## src/rtl/rc_vc_stage.sv

```systemverilog
// Per-VC route computation stage (XY/YX dimension-order) with packet route hold.
// Optional RC_DEST_CHECK_EN: out-of-mesh destinations route LOCAL and pulse dest_err_o.
// Port encoding: LOCAL=0, NORTH=1, SOUTH=2, WEST=3, EAST=4.
module rc_vc_stage #(
  parameter int X_CURRENT        = 0,
  parameter int Y_CURRENT        = 0,
  parameter int DEST_ADDR_SIZE_X = 4,
  parameter int DEST_ADDR_SIZE_Y = 4,
  parameter int VC_NUM           = 2,
  parameter int ROUTING_MODE     = 0,
  parameter int MESH_SIZE_X      = 4,
  parameter int MESH_SIZE_Y      = 4
) (
  input  logic                            clk,
  input  logic                            rst,
  input  logic                            valid_i,
  input  logic [$clog2(VC_NUM)-1:0]       vc_id_i,
  input  logic                            head_i,
  input  logic                            tail_i,
  input  logic [DEST_ADDR_SIZE_X-1:0]     x_dest_i,
  input  logic [DEST_ADDR_SIZE_Y-1:0]     y_dest_i,
  output logic [VC_NUM-1:0][2:0]          out_port_o,
  output logic [VC_NUM-1:0]               route_valid_o,
  output logic                            proto_err_o
`ifdef RC_DEST_CHECK_EN
  ,
  output logic                            dest_err_o
`endif
);

  localparam int VCW = $clog2(VC_NUM);
  localparam int DXW = DEST_ADDR_SIZE_X + 1;
  localparam int DYW = DEST_ADDR_SIZE_Y + 1;

  localparam logic [2:0] P_LOCAL = 3'd0;
  localparam logic [2:0] P_NORTH = 3'd1;
  localparam logic [2:0] P_SOUTH = 3'd2;
  localparam logic [2:0] P_WEST  = 3'd3;
  localparam logic [2:0] P_EAST  = 3'd4;

  if (VC_NUM < 2 || MESH_SIZE_X < 1 || MESH_SIZE_Y < 1) begin : g_bad_cfg
    $error("rc_vc_stage: invalid configuration");
  end

  typedef enum logic [1:0] {IDLE, ROUTED, LAST} vc_state_t;

  vc_state_t        state [VC_NUM];
  logic [DXW-1:0]   dx;
  logic [DYW-1:0]   dy;
  logic             x_neg, x_pos, y_neg, y_pos;
  logic [2:0]       route_c;
  logic [2:0]       route_l;
  logic             vc_ok;

  // Two's-complement offsets one bit wider than the field; MSB is the sign.
  always_comb begin
    dx    = {1'b0, x_dest_i} - DXW'(X_CURRENT);
    dy    = {1'b0, y_dest_i} - DYW'(Y_CURRENT);
    x_neg = dx[DXW-1];
    y_neg = dy[DYW-1];
    x_pos = !x_neg && (dx != '0);
    y_pos = !y_neg && (dy != '0);
    route_c = P_LOCAL;
    if (ROUTING_MODE == 0) begin
      if (x_neg)      route_c = P_WEST;
      else if (x_pos) route_c = P_EAST;
      else if (y_neg) route_c = P_NORTH;
      else if (y_pos) route_c = P_SOUTH;
    end else begin
      if (y_neg)      route_c = P_NORTH;
      else if (y_pos) route_c = P_SOUTH;
      else if (x_neg) route_c = P_WEST;
      else if (x_pos) route_c = P_EAST;
    end
  end

`ifdef RC_DEST_CHECK_EN
  logic dest_oor;
  assign dest_oor = (32'(x_dest_i) >= MESH_SIZE_X) || (32'(y_dest_i) >= MESH_SIZE_Y);
  assign route_l  = dest_oor ? P_LOCAL : route_c;
`else
  assign route_l  = route_c;
`endif

  assign vc_ok = (32'(vc_id_i) < VC_NUM);

  always_ff @(posedge clk or posedge rst) begin
    if (rst) begin
      for (int v = 0; v < VC_NUM; v++) begin
        state[v]         <= IDLE;
        out_port_o[v]    <= P_LOCAL;
        route_valid_o[v] <= 1'b0;
      end
      proto_err_o <= 1'b0;
`ifdef RC_DEST_CHECK_EN
      dest_err_o  <= 1'b0;
`endif
    end else begin
      proto_err_o <= valid_i && !vc_ok;
`ifdef RC_DEST_CHECK_EN
      dest_err_o  <= 1'b0;
`endif
      for (int v = 0; v < VC_NUM; v++) begin
        if (valid_i && vc_ok && (vc_id_i == VCW'(v))) begin
          case (state[v])
            IDLE, LAST: begin
              if (head_i) begin
                state[v]         <= tail_i ? LAST : ROUTED;
                out_port_o[v]    <= route_l;
                route_valid_o[v] <= 1'b1;
`ifdef RC_DEST_CHECK_EN
                dest_err_o       <= dest_oor;
`endif
              end else begin
                proto_err_o <= 1'b1;
              end
            end
            ROUTED: begin
              if (head_i)      proto_err_o <= 1'b1;
              else if (tail_i) state[v]    <= LAST;
            end
            default: begin
              state[v]         <= IDLE;
              route_valid_o[v] <= 1'b0;
            end
          endcase
        end else if (state[v] == LAST) begin
          // Route is kept on the port so downstream sees a stable value after the tail.
          state[v]         <= IDLE;
          route_valid_o[v] <= 1'b0;
        end
      end
    end
  end

endmodule

```

## config.mk

```make
export PLATFORM = sky130hd
export DESIGN_NAME = rc_vc_stage
export DESIGN_NICKNAME = d
export VERILOG_FILES = /design/src/rtl/rc_vc_stage.sv
export SDC_FILE = /design/constraint.sdc
export NUM_CORES = 1
export LEC_CHECK = 0
export CORE_MARGIN = 5
export CORE_UTILIZATION = 48
export CTS_BUF_LIST = sky130_fd_sc_hd__clkbuf_4 sky130_fd_sc_hd__clkbuf_8
export CTS_CLUSTER_DIAMETER = 100
export DETAILED_ROUTE_END_ITERATION = 8
export GPL_ROUTABILITY_DRIVEN = 0
export MAX_ROUTING_LAYER = met4
export PLACE_DENSITY = 0.85
export SYNTH_ARGS = -nofsm -noshare
export SYNTH_HDL_FRONTEND = slang
export SYNTH_SLANG_ARGS = --single-unit
```

## constraint.sdc

```tcl
create_clock -name clk -period 1.9 [get_ports clk]
set_input_delay 0.19 -clock clk [delete_from_list [all_inputs] [get_ports clk]]
set_output_delay 0.19 -clock clk [all_outputs]
set_load 0.01 [all_outputs]
```

Word level (Yosys, flattened, before mapping)
Cells that the tools add are included.

Flip-flop bits (word level): 13. Word-level logic and storage cells: 63.

Equality and inequality tests: 12. Muxes and demuxes: 27. Bitwise gates (word level): 1. Reduce and logical (&&, ||, !) cells: 16.

Operators by type and width (count): 2-bit two-way mux (9); 3-bit != test, second input constant (6); 3-bit AND reduction (4); 1-bit two-way mux (11); 5-bit nonzero test (2); 1-bit case mux with 2 select lines (4); 2-bit case mux with 2 select lines (2); 4-bit AND reduction (2); 2-bit by 1-bit == test with 1-bit output, second input constant (2); 2-bit == test, second input constant (2); 2-bit zero test (2); 2-bit != test, second input constant (2); 2-bit nonzero test (2); 2-bit OR reduction (2); 3-bit two-way mux (1); 1-bit logical AND (2); 1-bit inverter (1).

Longest topological paths before layout
Depth in word-level cells: 7. Depth in mapped cells: 4.

Worst setup path after synthesis
OpenSTA, ideal clock, no wires.

Kind: reg2reg. Start: reg state[2] (netlist bit). End: reg out_port_o[1] (netlist bit). Library setup time: 125 ps. Data arrival time: 1020 ps. Required time: 1775 ps. Path slack: 755 ps. Cell stages (with the launch flop): 4. Period minus slack after synthesis: 1145 ps. Cells stage by stage: dfrtp_1 nor3b_2 nand2_2 mux2_4.

Cells in the longest elaborated chain, start to end: 3.

Ends and longest elaborated chain: from (decl) (line 47) `vc_state_t state [VC_NUM];`; from (signal, indexed assignment) (line 108) `state[v] <= tail_i ? LAST : ROUTED;`; 2-bit == test / 2-bit zero test (equally long branches) (line 105) `case (state[v])`; 2-bit OR reduction (*) (line 105); 3-bit AND reduction (no source line) (*); to (signal, indexed assignment) (line 109) `out_port_o[v] <= route_l;`; to (decl) (line 22) `output logic [VC_NUM-1:0][2:0] out_port_o,`.

Mark *: on every way between the ends. The rest lies on a longest branch, timed or not. A chain may end at the register's enable or synchronous reset.

Final worst setup path
Start: in valid_i. End: reg state[3] (netlist bit).

Cells in the longest elaborated chain, start to end: 3.

Ends and longest elaborated chain: from (decl) (line 16) `input logic valid_i,`; 1-bit logical AND (*) (line 104) `if (valid_i && vc_ok && (vc_id_i == VCW'(v))) begin`; 3-bit != test (no source line) / 2-bit nonzero test (equally long branches); 4-bit AND reduction (no source line).

Marked as above.

==> reports/results.txt <==
Pleak = 0.383 nW
Final period util = 75.4%
most common cell in the netlist = dfrtp_1
clock root cell = clkbuf_4
Worst Path Required = 2.05 ns
DR WL/cell = 14.4 um
clk_skew = 0.00400 ns
pin count of the biggest net entering global routing = 12
Synth Flop Type = dfrtp_1
setup violators final = 0
P&R area growth vs syn = 35.6%
Setup Buffers After CTS = 0
critical path class = in2reg
PortBufs = 20
async set-reset flop share out of synthesis = 100%
initial core utilization = 49.8%
Num CTS Buffers = 3
post-synthesis sequential area ratio = 43.6%
TNS Setup = 0 ns
VDD IR-drop max = 0.000631 V
total track usage = 17.4%
# nets final = 98
routed vias = 530
Synth top cells by count = dfrtp_1, inv_1, o21ai_0
CP startpoint kind = input pin
CTS tree = done
die width = 46.3 um
DRT Pass-1 Iters = 3
critical path fanouts, max = 8
Yosys reg bits = 11
Final min period = 1.43 ns
worst skew pair latency = 0.27 ns
first-pass GRT wire length = 2390 um
Peak Freq = 698 MHz
Gate Count Post-Synth = 62
Post-Place Worst Slack = 0.172 ns
Inserted Diodes = 0
CTS max path bufs = 2
grt total ovfl = 0
CTS resizes = 0
DP Wirelength = 1120 um
vias per cell = 5.41
EDFF count, synth = 0
top cells by area, synth = dfrtp_1, mux2_2, buf_4, o21ai_0, inv_1
cts hold-fix bufs = 0
routed wire length = 1420 um
Critical Path Sink Type = register
Power Dens Cells = 1020 nW/um^2
core area = 1270 um^2
fin worst setup slack = 0.468 ns
DIE HEIGHT = 46.3 um
unrepaired setup endpoints after global routing = no
Hold WS = 0.196 ns
Final Hold Fails = 0
Synth Warn # = 0
status = finished clean
io pins = 23
Max-cap violations = 0
initial antenna violation count = 0
worst min path class = in2async
layout cells sized above 1 = 16.9%
htree depth = 1
ANT nets after route = 0
vias in the first global route = 543
Cell Area, Synth = 632 um^2
DRC violations left = 0
row count = 13
largest area contributor in the netlist = dfrtp_1
Syn Area/Cell = 10.2 um^2
Iter 0 DRT Violations = 5
Clock Sinks = 11
die area = 2140 um^2
Yosys top cell area share = 43.6%
Netlist cell types = 31
CP Data Arrival Time = 1.59 ns
clock-pin slew on the worst setup and hold paths = 0.07 ns
Final Max Slew Viols = 0
[kinds of logic (layout without fill, tap and decap cells)]
family          count (synthesis)  after routing  share of synthesized area [%]
compound gates                 18             18                           20.6
flops                          11             11                           43.6
buf+inv                        11             31                           9.11
simple gates                   15             15                           15.3
other cells                     1              2                          0.593
mux                             6              6                           10.9
[stage by stage]
step / instances / instance area, um^2 / utilization [%] / total power (W)
3_5_place_dp: 94 / 827 / 65.2 / 0.000714
4_1_cts: 98 / 857 / 67.6 / 0.000893
5_1_grt: 98 / 857 / 67.6 / 0.000947
3_3_place_gp: 94 / 827 / 65.2 / 0.000695
6_report: 98 / 857 / 67.6 / 0.000878
2_1_floorplan: 63 / 636 / - / 0.000564
[state kept, by name, summed over array words and instances, names as in the netlist]
| name | flops |
|---|---|
| proto_err_o | 1 |
| out_port_o | 4 |
| state | 4 |
| route_valid_o | 2 |
[cells in the final DEF, fill, tap and decap left out, types with 2 or more instances in the layout]
cell type,instances
conb_1,2
a21boi_0,2
clkbuf_4,4
inv_1,6
nand2_1,3
o21ai_0,5
mux2i_1,2
dfrtp_1,11
mux2_2,3
clkdlybuf4s50_1,20
a31oi_1,2
nor2_1,3
[per-layer routing]
metal / track usage (%) / wire (um) / vias to the layer above
met1: 16.9 / 553 / 247
met5: - / 0 / -
met2: 28.3 / 702 / 22
met3: 7.42 / 125 / 3
li1: - / - / 258
met4: 10.2 / 34 / 0
[critical path, stage by stage]
cell,delay [ns]
clkdlybuf4s50_1,0.62
nor2b_4,0.23
mux2_2,0.34
a32o_1,0.21
[worst paths after layout]
path                       slack [ns]          start  depth (start not counted)          endpoint
setup reg to reg                 0.63       state[2]                          3     out_port_o[1]
max in group asynchronous        1.42            rst                          2  route_valid_o[0]
hold reg to reg                  0.51  out_port_o[5]                          2     out_port_o[5]
setup / recovery                 0.47        valid_i                          4          state[3]
min in group clk                 0.51  out_port_o[5]                          2     out_port_o[5]
hold / removal                   0.20            rst                          2     out_port_o[4]
[where the power goes]
part / total (W) / leakage, nW / internal, W / switching [W]
Clock: 0.000171 / 0.0184 / 0.0000957 / 0.0000758
Sequential: 0.000383 / 0.134 / 0.000307 / 0.0000756
Combinational: 0.000324 / 0.230 / 0.000191 / 0.000134
Total: 0.000878 / 0.383 / 0.000593 / 0.000285
[final cells by class]
class                   count  area [um^2]
fillers                   109          412
well taps                  15         18.8
multi-input cells          41          303
clock buffers               4         30.0
flip-flops and latches     11          275
repair buffers             21          208
inverters                   6         22.5
Power figures use the tool's default switching activity.
